File: src/rtl/text_memory_arbiter_pkg.sv
// Shared configuration and type definitions for the text-memory arbiter.
package rv_config;
    // Byte-address width of the text (instruction) memory.
    localparam int TEXT_BITS = 14;
endpackage

package rv_constants;
    // Arbiter ownership states.
    typedef enum logic [1:0] {
        ARB_SHARED  = 2'd0,
        ARB_LOCKING = 2'd1,
        ARB_LOCKED  = 2'd2
    } arb_state_e;

    // Requester identity, used for round-robin bookkeeping.
    typedef enum logic {
        REQ_FETCH = 1'b0,
        REQ_DEBUG = 1'b1
    } requester_e;
endpackage

File: src/rtl/text_memory_rr_pick.sv
// Two-way round-robin pick between instruction fetch and debug port.
// Each grant depends only on the other side's request and the last winner,
// so it can be used directly as that requester's ready.
module text_memory_rr_pick
    import rv_constants::*;
(
    input  logic       fetch_req,
    input  logic       dbg_req,
    input  requester_e last_grant,
    output logic       fetch_gnt,
    output logic       dbg_gnt
);

    // A side may go if the other is idle, or if the other won last time.
    always_comb begin
        fetch_gnt = !dbg_req   || (last_grant == REQ_DEBUG);
        dbg_gnt   = !fetch_req || (last_grant == REQ_FETCH);
    end

endmodule

File: src/rtl/text_memory_arbiter.sv
// Arbitrates a single-port synchronous text memory between the core's
// instruction fetch and a debug/loader port, with an exclusive lock mode
// for the debug side. Memory requests are issued combinationally in the
// accept cycle; responses return exactly one cycle later.
module text_memory_arbiter
    import rv_constants::*;
#(
    parameter int ADDR_BITS  = rv_config::TEXT_BITS - 2,
    parameter int STALL_BITS = 16
) (
    input  logic                  clock,
    input  logic                  reset_n,
    input  logic                  fetch_req_valid,
    output logic                  fetch_req_ready,
    input  logic [ADDR_BITS-1:0]  fetch_addr,
    output logic                  fetch_rsp_valid,
    output logic [31:0]           fetch_rsp_data,
    input  logic                  dbg_req_valid,
    output logic                  dbg_req_ready,
    input  logic                  dbg_req_write,
    input  logic [ADDR_BITS-1:0]  dbg_addr,
    input  logic [31:0]           dbg_wdata,
    input  logic [3:0]            dbg_wmask,
    input  logic                  dbg_lock,
    output logic                  dbg_rsp_valid,
    output logic [31:0]           dbg_rsp_data,
    output logic [ADDR_BITS-1:0]  mem_address,
    output logic                  mem_write,
    output logic [31:0]           mem_wdata,
    output logic [3:0]            mem_byteena,
    input  logic [31:0]           mem_q,
    output logic                  locked,
    output logic [STALL_BITS-1:0] fetch_stall_count
);

    arb_state_e            state_q, state_d;
    requester_e            last_grant_q, last_grant_d;
    logic [STALL_BITS-1:0] stall_q, stall_d;
    logic                  fetch_rsp_valid_q, fetch_rsp_valid_d;
    logic                  dbg_rsp_valid_q, dbg_rsp_valid_d;
    logic                  dbg_rsp_write_q, dbg_rsp_write_d;
    logic [ADDR_BITS-1:0]  mem_address_q, mem_address_d;
    logic [31:0]           mem_wdata_q, mem_wdata_d;
    logic [3:0]            mem_byteena_q, mem_byteena_d;
    logic                  rr_fetch_gnt, rr_dbg_gnt;
    logic                  fetch_acc, dbg_acc;

    text_memory_rr_pick u_rr_pick (
        .fetch_req  (fetch_req_valid),
        .dbg_req    (dbg_req_valid),
        .last_grant (last_grant_q),
        .fetch_gnt  (rr_fetch_gnt),
        .dbg_gnt    (rr_dbg_gnt)
    );

    // State and bookkeeping registers; reset also discards in-flight responses.
    always_ff @(posedge clock or negedge reset_n) begin
        if (!reset_n) begin
            state_q           <= ARB_SHARED;
            last_grant_q      <= REQ_DEBUG;
            stall_q           <= '0;
            fetch_rsp_valid_q <= 1'b0;
            dbg_rsp_valid_q   <= 1'b0;
            dbg_rsp_write_q   <= 1'b0;
            mem_address_q     <= '0;
            mem_wdata_q       <= '0;
            mem_byteena_q     <= '0;
        end else begin
            state_q           <= state_d;
            last_grant_q      <= last_grant_d;
            stall_q           <= stall_d;
            fetch_rsp_valid_q <= fetch_rsp_valid_d;
            dbg_rsp_valid_q   <= dbg_rsp_valid_d;
            dbg_rsp_write_q   <= dbg_rsp_write_d;
            mem_address_q     <= mem_address_d;
            mem_wdata_q       <= mem_wdata_d;
            mem_byteena_q     <= mem_byteena_d;
        end
    end

    // Lock sequencing: LOCKING is a fixed one-cycle drain before LOCKED.
    always_comb begin
        state_d = state_q;
        case (state_q)
            ARB_SHARED:  if (dbg_lock) state_d = ARB_LOCKING;
            ARB_LOCKING: state_d = ARB_LOCKED;
            ARB_LOCKED:  if (!dbg_lock) state_d = ARB_SHARED;
            default:     state_d = ARB_SHARED;
        endcase
    end

    // Ready per state; nothing is accepted while reset is asserted.
    always_comb begin
        fetch_req_ready = 1'b0;
        dbg_req_ready   = 1'b0;
        if (reset_n) begin
            case (state_q)
                ARB_SHARED: begin
                    fetch_req_ready = rr_fetch_gnt;
                    dbg_req_ready   = rr_dbg_gnt;
                end
                ARB_LOCKED: dbg_req_ready = 1'b1;
                default: ;
            endcase
        end
        locked = (state_q == ARB_LOCKED);
    end

    // Memory request steering, response tracking and stall counting.
    always_comb begin
        fetch_acc         = fetch_req_valid && fetch_req_ready;
        dbg_acc           = dbg_req_valid && dbg_req_ready;
        last_grant_d      = last_grant_q;
        mem_address_d     = mem_address_q;
        mem_wdata_d       = mem_wdata_q;
        mem_byteena_d     = mem_byteena_q;
        mem_write         = 1'b0;
        fetch_rsp_valid_d = fetch_acc;
        dbg_rsp_valid_d   = dbg_acc;
        dbg_rsp_write_d   = dbg_acc && dbg_req_write;
        stall_d           = stall_q;

        if (dbg_acc) begin
            last_grant_d  = REQ_DEBUG;
            mem_address_d = dbg_addr;
            mem_wdata_d   = dbg_wdata;
            if (dbg_req_write) begin
                mem_write     = 1'b1;
                mem_byteena_d = dbg_wmask;
            end else begin
                mem_byteena_d = 4'hF;
            end
        end else if (fetch_acc) begin
            last_grant_d  = REQ_FETCH;
            mem_address_d = fetch_addr;
            mem_byteena_d = 4'hF;
        end

        // Saturating count of fetch cycles that were held off.
        if (fetch_req_valid && !fetch_req_ready && (stall_q != '1)) begin
            stall_d = stall_q + 1'b1;
        end
    end

    assign mem_address       = mem_address_d;
    assign mem_wdata         = mem_wdata_d;
    assign mem_byteena       = mem_byteena_d;
    assign fetch_rsp_valid   = fetch_rsp_valid_q;
    assign fetch_rsp_data    = fetch_rsp_valid_q ? mem_q : 32'h0;
    assign dbg_rsp_valid     = dbg_rsp_valid_q;
    assign dbg_rsp_data      = (dbg_rsp_valid_q && !dbg_rsp_write_q) ? mem_q : 32'h0;
    assign fetch_stall_count = stall_q;

endmodule

File: config.mk
export PLATFORM = sky130hd
export DESIGN_NAME = text_memory_arbiter
export DESIGN_NICKNAME = d
export VERILOG_FILES = /design/src/rtl/text_memory_arbiter_pkg.sv /design/src/rtl/text_memory_rr_pick.sv /design/src/rtl/text_memory_arbiter.sv
export SDC_FILE = /design/constraint.sdc
export NUM_CORES = 1
export LEC_CHECK = 0
export BUFFER_PORTS_ARGS = -buffer_cell sky130_fd_sc_hd__buf_2
export CAP_MARGIN = 20
export CORE_MARGIN = 2
export CORE_UTILIZATION = 45
export DETAILED_ROUTE_END_ITERATION = 8
export PLACE_DENSITY = 0.85
export SLEW_MARGIN = 0
export SYNTH_ARGS = -nofsm -noshare
export SYNTH_HDL_FRONTEND = slang
export SYNTH_SLANG_ARGS = --single-unit
File: constraint.sdc
create_clock -name clock -period 2.6 [get_ports clock]
set_input_delay 0.39 -clock clock [delete_from_list [all_inputs] [get_ports clock]]
set_output_delay 0.39 -clock clock [all_outputs]
set_load 0.03 [all_outputs]
==> flow_summary.ini, run 1 <==
[yosys]
synth-edff-count = 0
syn_avg_cell_area_um2 = 11.93
synth_top_family_by_area = simple AND/OR/NAND/NOR gates
ys.flop_type = dfrtp_1
syn_nets = 390
synthSimpleGateAreaFrac_pct = 20.18
synthAdderAreaFrac_pct = 0.3604
yosys-mux-area-fraction_pct = 18.02
yosysWarnings = 0
ys_ff_latch = 70
seq_area_frac_synth_pct = 50.49
yosysUniqueCellTypes = 41
synthArstFlopShare_pct = 100.0
synth_compound_area_share_pct = 4.721
synthXorXnorAreaFrac_pct = 3.027
syn_area_um2 = 3472
netlist_instances = 291

[pwr]
power_uw = 5415
leakage_uw = 0.002777
powerDensity_nw_per_um2 = 1098
ir_worst_vdd_v = 0.0007786

[worst_setup_path]
regToRegSetupSlack_ns = 0.80
worstSetupStartpoint = state_q[0]$_DFFE_PN0P_
worstSetupEndpointType = primary output
crit_arrival_ns = 2.12
path_class = register to primary output
worst_ep_required_time_ns = 2.21
cp-start-kind = register
rr_worst_depth = 5
cp_max_fo = 15
worstReg2RegEnd = fetch_stall_count[10]$_DFFE_PN0P_
crit_path_end = mem_byteena[3]
r2r-start = state_q[0]$_DFFE_PN0P_

[placement]
post_dp_cell_area_um2 = 4706
dp_cells = 614
place_worst_setup_slack_ns = 0.3456
io_buffer_count = 231
dp_hpwl_mm = 7.842
place_congestion = 0.8273

[flow_run]
drv_cap = 0

[sta]
fin_ws_ns = 0.08783
slew_headroom_pct = 51.62
max_freq_mhz = 398.1
slew_violations = 0
period_needed_ns = 2.512
min_period_over_period_pct = 96.62
worstMarginPinSlew_ns = 0.7256
finalSetupViolCount = 0
hold_viol_final = 0
finClkSkew_ns = 0.009662
fin_tns_setup_ns = 0

[die]
start_util_pct = 45.64
dieArea_um2 = 8435
core.rowCount = 32
coreArea_um2 = 7607
die-height_um = 91.84
die_w_um = 91.84
ios = 232

[clocking]
clock-sinks = 70
clk_latency_ns = 0.34
cts_max_path_buffers = 2
numCtsBuffers = 9
clk_pin_slew_ns = 0.09
htree_levels = 3
postCtsSetupBuffers = 0
cts_root_buf = clkbuf_8
cts_tree = built

[cells_and_area]
fin_cells = 633
fin_area_um2 = 4931
layout_common_cells = 223 x buf_2, 69 x dfrtp_1, 64 x and2_1
final_common_cell = buf_2
fin_nets = 622
syn_to_final_growth_pct = 42.02
nFillCells = 612
drive_gt1_share_pct = 56.06

[detailed_routing]
vias = 3062
drt_pass1_iterations = 4
drc = 0
wirelength_mm = 9.979
wire_per_inst_um = 15.76
drt_first_iter_violations = 76
postRouteAntennaNets = 0
vias_per_cell = 4.837

[global_routing]
grt_use_total_pct = 23.65
antenna_found_initial = 2
grt_max_degree = 65
overflow = 0
first_global_vias = 3157
grt_pass1_wl_mm = 15.59

[min_path]
worstHoldPathType = input port to asynchronous set/reset pin

[status]
status = complete, no violations
[Yosys cell counts, types with 2 or more instances]
master    count  area, um^2
mux2_2        5       56.30
dfrtp_1      69        1727
a21oi_1      13       65.06
nor2_1       15       56.30
mux2_4       27       405.4
clkbuf_1      7       26.28
and2b_1       2       15.01
mux2i_1      13       130.1
nand2_1      13       48.80
buf_6         5       56.30
inv_1         4       15.01
and3_1        2       12.51
xnor2_1      11       96.34
mux2_1        3       33.78
nand3_1       5       25.02
and2_1       64       400.4
o32a_1        4       40.04
nand4_1       5       31.28
buf_2         2       10.01
[stage by stage]
stage	utilization (%)	hold slack, ns
6_report	64.82	0.09490
5_1_grt	64.82	0.1197
4_1_cts	64.29	0.09407
3_5_place_dp	61.86	0.4644
3_3_place_gp	61.86	0.4533
2_1_floorplan	-	0.09441
[critical path, cell delays in order (launching register included)]
cell and delay (ns):
dfrtp_1 0.45, or3b_4 0.45, nor2_4 0.16, nand2_8 0.15, nand2_1 0.18, o32a_1 0.19
buf_2 0.20
[repair_timing]
| action | in CTS | in global routing |
|---|---|---|
| resized for setup | 0 | 18 |
| hold buffers | 0 | 0 |
| setup endpoints to repair | 0 | 16 |
[registers in the layout, summed over array words and instances, names as in the netlist]
register           count
fetch_rsp_valid        1
mem_byteena_q          4
dbg_rsp_valid          1
last_grant_q           1
fetch_stall_count     16
state_q                2
dbg_rsp_write_q        1
mem_wdata_q           32
mem_address_q         12
[final cells by class]
class / instances / area (um^2) / area share (%)
antenna: 3 / 7.507 / 0.1522
clock inverter: 7 / 61.31 / 1.243
tap: 102 / 127.6 / 2.588
multi-input combinational: 202 / 1620 / 32.86
sequential: 70 / 1753 / 35.55
clock buffer: 9 / 123.9 / 2.512
inverter: 5 / 18.77 / 0.3806
timing repair buffer: 235 / 1219 / 24.71
[worst min path at each step]
stage	startpoint	cells past startpoint	to
floorplan	reset_n	0	dbg_rsp_valid$_DFF_PN0_
global placement	reset_n	2	fetch_stall_count[10]$_DFFE_PN0P_
detailed placement	last_grant_q$_DFFE_PN1P_	2	last_grant_q$_DFFE_PN1P_
CTS	reset_n	2	state_q[1]$_DFFE_PN0P_
global route	reset_n	2	mem_address_q[7]$_DFF_PN0_
finish	reset_n	2	state_q[1]$_DFFE_PN0P_
[power by group]
part,leakage [uW],switching [uW],total [uW],internal [uW]
registers,0.000834,215,1740,1530
logic,0.00185,1810,2840,1030
clock network,0.0000892,465,832,366
[logic make-up (layout without fill, tap and decap cells)]
group	after synthesis	count (layout)
flip-flops	70	70
adder cells (fa/ha/maj)	1	1
XOR/XNOR	12	12
buffers and inverters	19	256
other	0	3
multiplexers	48	48
AND/OR/NAND/NOR	119	119
AO/OA/AOI/OAI	22	22
[routing by layer]
metal | track usage [%] | part of all wire, % | vias up
li1 | - | - | 1447
met3 | 5.752 | 7.8 | 21
met2 | 42.83 | 52 | 145
met4 | 10.70 | 3.3 | 0
met5 | 0 | 0 | -
met1 | 26.10 | 37 | 1449
Note: power is estimated with default switching activity, not from simulation.
==> run 2: changes to the inputs <==
--- a/config.mk
+++ b/config.mk
@@ -11,6 +11,7 @@
 export CORE_UTILIZATION = 45
 export DETAILED_ROUTE_END_ITERATION = 8
 export PLACE_DENSITY = 0.85
+export REMOVE_ABC_BUFFERS = 1
 export SLEW_MARGIN = 0
 export SYNTH_ARGS = -nofsm -noshare
 export SYNTH_HDL_FRONTEND = slang
==> run 2 against run 1 <==
Clock power is 10% lower. First-iteration DRC count is 1.3% higher. Via count rose by 0.16%. Critical path depth did not move. Global-route usage is 0.20 points higher. Highest routed layer unchanged.
==> flow_summary.ini, run 2 (synthesized netlist as in run 1, its figures left out) <==
[status]
status = complete, no violations

[clocking]
htree_levels = 3
clk_latency_ns = 0.34
cts_root_buf = clkbuf_8
clock-sinks = 70
clk_pin_slew_ns = 0.07
cts_tree = built
numCtsBuffers = 9
ctsHoldBuffers = 0
cts_max_path_buffers = 2
cts_resized = 0
postCtsSetupBuffers = 0

[sta]
slew_headroom_pct = 49.46
hold_viol_final = 0
finalSetupViolCount = 0
slew_violations = 0
max_freq_mhz = 398.6
period_needed_ns = 2.509
worstMarginPinSlew_ns = 0.7580
finClkSkew_ns = 0.009341
worst_hold_slack_ns = 0.05472
min_period_over_period_pct = 96.49
fin_ws_ns = 0.09126

[placement]
io_buffer_count = 231
place_worst_setup_slack_ns = 0.3649
place_congestion = 0.8029
dp_hpwl_mm = 8.010
dp_cells = 614
post_dp_cell_area_um2 = 4706

[detailed_routing]
drt_first_iter_violations = 77
drt_pass1_iterations = 4
wirelength_mm = 10.39
vias_per_cell = 4.845
wire_per_inst_um = 16.41
postRouteAntennaNets = 0
vias = 3067
drc = 0

[worst_setup_path]
r2r-start = state_q[0]$_DFFE_PN0P_
path_class = register to primary output
cp-start-kind = register
cp_max_fo = 15
worstSetupEndpointType = primary output
worst_ep_required_time_ns = 2.21
worstSetupStartpoint = state_q[0]$_DFFE_PN0P_
crit_arrival_ns = 2.12

[cells_and_area]
fin_cells = 633
fin_area_um2 = 4908
drive_gt1_share_pct = 56.17
layout_common_cells = 226 x buf_2, 69 x dfrtp_1, 64 x and2_1
largest_reg_flops = 32
fin_nets = 622
top_register = mem_wdata_q
final_common_cell = buf_2
syn_to_final_growth_pct = 41.37

[global_routing]
antenna_found_initial = 4
grt_pass1_wl_mm = 15.50
grt_use_total_pct = 23.85
overflow = 0
grt_max_degree = 65
first_global_vias = 3180

[die]
ios = 232
core.rowCount = 32
die-height_um = 91.84
start_util_pct = 45.64
die_w_um = 91.84
dieArea_um2 = 8435
coreArea_um2 = 7607

[pwr]
powerDensity_nw_per_um2 = 1093
ir_worst_vdd_v = 0.0008099
leakage_uw = 0.002769
power_uw = 5366

[flow_run]
drv_cap = 0

[min_path]
worstHoldPathType = input port to asynchronous set/reset pin
==> run 2: cell types whose count changed in the layout (fill, tap and decap cells not counted) <==
cell	change
clkinvlp_4	-1
buf_4	-3
inv_6	-4
clkinv_2	+3
inv_8	-1
a21oi_2	+1
buf_2	+3
diode_2	+1
a21oi_1	-1
clkinv_4	+2
==> run 2: area by class of cell <==
| cell class | instances | area, um^2 |
|---|---|---|
| clock buffer | 9 | 123.9 |
| multi-input combinational | 202 | 1624 |
| tap | 102 | 127.6 |
| sequential | 70 | 1753 |
| timing repair buffer | 235 | 1211 |
| clock inverter | 6 | 40.04 |
| inverter | 5 | 18.77 |
| antenna | 4 | 10.01 |
| fill | 632 | 2699 |
==> run 2: per-stage QoR <==
step | TNS [ns] | utilization (%)
final | 0 | 64.52
after global routing | -0.06700 | 64.52
after CTS | 0 | 64.01
after detailed placement | 0 | 61.86
after global placement | 0 | 61.86
after floorplan | -21.15 | -
==> run 2: worst max-delay path, stage by stage (launching register included) <==
cell and delay (ns):
dfrtp_1 0.44, or3b_4 0.45, nor2_4 0.17, nand2_8 0.14, mux2i_1 0.15, a21oi_1 0.22, buf_4 0.20
==> run 2: power by group <==
group | leakage, uW | switching (uW) | internal (uW) | total, uW
clock network | 0.0000848 | 409 | 339 | 748
logic | 0.00185 | 1840 | 1020 | 2860
registers | 0.000834 | 224 | 1530 | 1750
==> run 2: per-layer routing <==
layer / share of wire [%] / global-route usage [%] / routed length [um]
met5: 0 / 0 / 0
met4: 3.9 / 14.05 / 404
met2: 52 / 43.32 / 5439
met1: 35 / 23.92 / 3659
met3: 8.5 / 7.149 / 885
==> run 2: path summary, 6_finish.rpt <==
path / endpoint / slack, ns / cells after the start
worst max-delay path: mem_address[7] / 0.09 / 6
worst min-delay path: state_q[0]$_DFFE_PN0P_ / 0.05 / 2
worst max register to register: fetch_stall_count[10]$_DFFE_PN0P_ / 0.82 / 5
worst min register to register: last_grant_q$_DFFE_PN1P_ / 0.48 / 2
max in group asynchronous: mem_wdata_q[20]$_DFF_PN0_ / 1.97 / 2
min in group clock: mem_wdata_q[9]$_DFF_PN0_ / 0.29 / 2
==> run 3: changes to the inputs <==
--- a/config.mk
+++ b/config.mk
@@ -7,7 +7,6 @@
 export LEC_CHECK = 0
 export BUFFER_PORTS_ARGS = -buffer_cell sky130_fd_sc_hd__buf_2
 export CAP_MARGIN = 20
-export CORE_MARGIN = 2
 export CORE_UTILIZATION = 45
 export DETAILED_ROUTE_END_ITERATION = 8
 export PLACE_DENSITY = 0.85
==> run 3 against run 2 <==
Utilization rose by 2.7 points. Final area rose by 0.89%. Final cell count is 0.47% lower. Setup slack worse by 0.016 ns. Register-to-register slack about the same. Sequential share of layout area is 0.29 points lower. Critical path type unchanged. Largest cell class unchanged. Largest power group unchanged.
==> flow_summary.ini, run 3 (synthesized netlist as in run 1, its figures left out) <==
[cells_and_area]
drive_gt1_share_pct = 56.17
syn_to_final_growth_pct = 42.63
final_common_cell = buf_2
fin_nets = 622
top_register = mem_wdata_q
layout_common_cells = 225 x buf_2, 68 x dfrtp_1, 64 x and2_1
fin_area_um2 = 4952
largest_reg_flops = 32

[worst_setup_path]
worst_ep_required_time_ns = 2.21
rr_worst_depth = 5
cp-start-kind = register
crit_path_end = mem_address[10]
worstSetupEndpointType = primary output
worstReg2RegEnd = fetch_stall_count[10]$_DFFE_PN0P_
path_class = register to primary output
worstSetupStartpoint = state_q[0]$_DFFE_PN0P_
cp_max_fo = 15
regToRegSetupSlack_ns = 0.83
r2r-start = state_q[0]$_DFFE_PN0P_
crit_arrival_ns = 2.13

[clocking]
clock-sinks = 70
postCtsSetupBuffers = 0
cts_max_path_buffers = 2
clk_latency_ns = 0.34
htree_levels = 3
cts_tree = built
cts_root_buf = clkbuf_8
clk_pin_slew_ns = 0.07
numCtsBuffers = 9

[sta]
worst_hold_slack_ns = 0.04968
rsz0062_at_grt = false
slew_violations = 0
hold_viol_final = 0
slew_headroom_pct = 52.64
finClkSkew_ns = 0.01004
max_freq_mhz = 396.0
period_needed_ns = 2.525
worstMarginPinSlew_ns = 0.7105
fin_tns_setup_ns = 0
fin_ws_ns = 0.07501
finalSetupViolCount = 0
min_period_over_period_pct = 97.11

[min_path]
worstHoldPathType = input port to asynchronous set/reset pin

[die]
coreArea_um2 = 7370
die-height_um = 89.84
core.rowCount = 31
start_util_pct = 47.11
dieArea_um2 = 8071
die_w_um = 89.84
ios = 232

[pwr]
powerDensity_nw_per_um2 = 1123
leakage_uw = 0.002793
ir_worst_vdd_v = 0.0009661

[detailed_routing]
drt_pass1_iterations = 4
drt_first_iter_violations = 120
vias = 3075
postRouteAntennaNets = 0
vias_per_cell = 4.881
wirelength_mm = 10.08
wire_per_inst_um = 15.99
drc = 0

[global_routing]
grt_max_degree = 65
grt_use_total_pct = 25.55
overflow = 0
first_global_vias = 3149
antenna_found_initial = 4
grt_pass1_wl_mm = 15.92

[placement]
place_worst_setup_slack_ns = 0.3571
io_buffer_count = 231
dp_hpwl_mm = 7.837
place_congestion = 0.8086
post_dp_cell_area_um2 = 4702

[flow_run]
drv_cap = 0

[status]
status = complete, no violations
-- run 3: changes by cell type in the layout (fill, tap and decap cells not counted) --
cell and delta:
buf_2 -1, clkinv_2 -1, a21oi_1 +1, clkinvlp_4 -1, dfrtp_2 +1, bufinv_16 +2
dfrtp_1 -1, buf_4 +1, a21oi_2 -1
-- run 3: timing repair --
action | in CTS | in global routing
endpoints found under the setup margin | 0 | 16
gates resized for setup | 0 | 12
hold buffers | 0 | 0
-- run 3: metal layers --
metal,wire length (um),share of wire (%),up-vias,GRT usage (%)
met2,5344,53,148,46.35
met5,0,0,-,0
met1,3724,37,1463,26.18
li1,-,-,1448,-
met3,712,7.1,16,7.530
met4,293,2.9,0,14.21
-- run 3: critical path, cell delays in order, from the launching register on --
cell and delay (ns):
dfrtp_2 0.45, or3b_4 0.44, nor2_4 0.17, nand2_8 0.14, mux2i_1 0.15, a21oi_1 0.21
buf_2 0.24
-- run 3: how the worst min path moves through the flow --
stage / from / to / slack, ns / depth (start not counted)
floorplan: reset_n / dbg_rsp_valid$_DFF_PN0_ / 0.09 / 0
global placement: reset_n / state_q[0]$_DFFE_PN0P_ / 0.39 / 2
global route: reset_n / state_q[1]$_DFFE_PN0P_ / 0.04 / 2
detailed placement: reset_n / state_q[1]$_DFFE_PN0P_ / 0.40 / 2
finish: reset_n / state_q[1]$_DFFE_PN0P_ / 0.05 / 2
CTS: reset_n / state_q[1]$_DFFE_PN0P_ / 0.03 / 2
-- run 3: area by class of cell --
cell class | count | area, um^2
inverter | 5 | 18.77
clock inverter | 6 | 87.58
multi-input combinational | 202 | 1620
clock buffer | 9 | 123.9
tap | 99 | 123.9
sequential | 70 | 1754
timing repair buffer | 235 | 1214
fill | 571 | 2417
antenna | 4 | 10.01
-- run 3: per-stage QoR --
stage               power, uW  instances  utilization (%)
global placement         4509        611            63.80
detailed placement       4584        611            63.80
CTS                      5551        626            66.67
finish                   5560        630            67.20
floorplan                3762        277                -
global route             5828        630            67.20
-- run 3: report_power, final --
group	leakage, uW	switching, uW	internal [uW]	total [uW]
sequential	0.000833	229	1530	1760
clock	0.000109	413	535	948
combinational	0.00185	1830	1020	2850
total	0.00279	2470	3090	5560
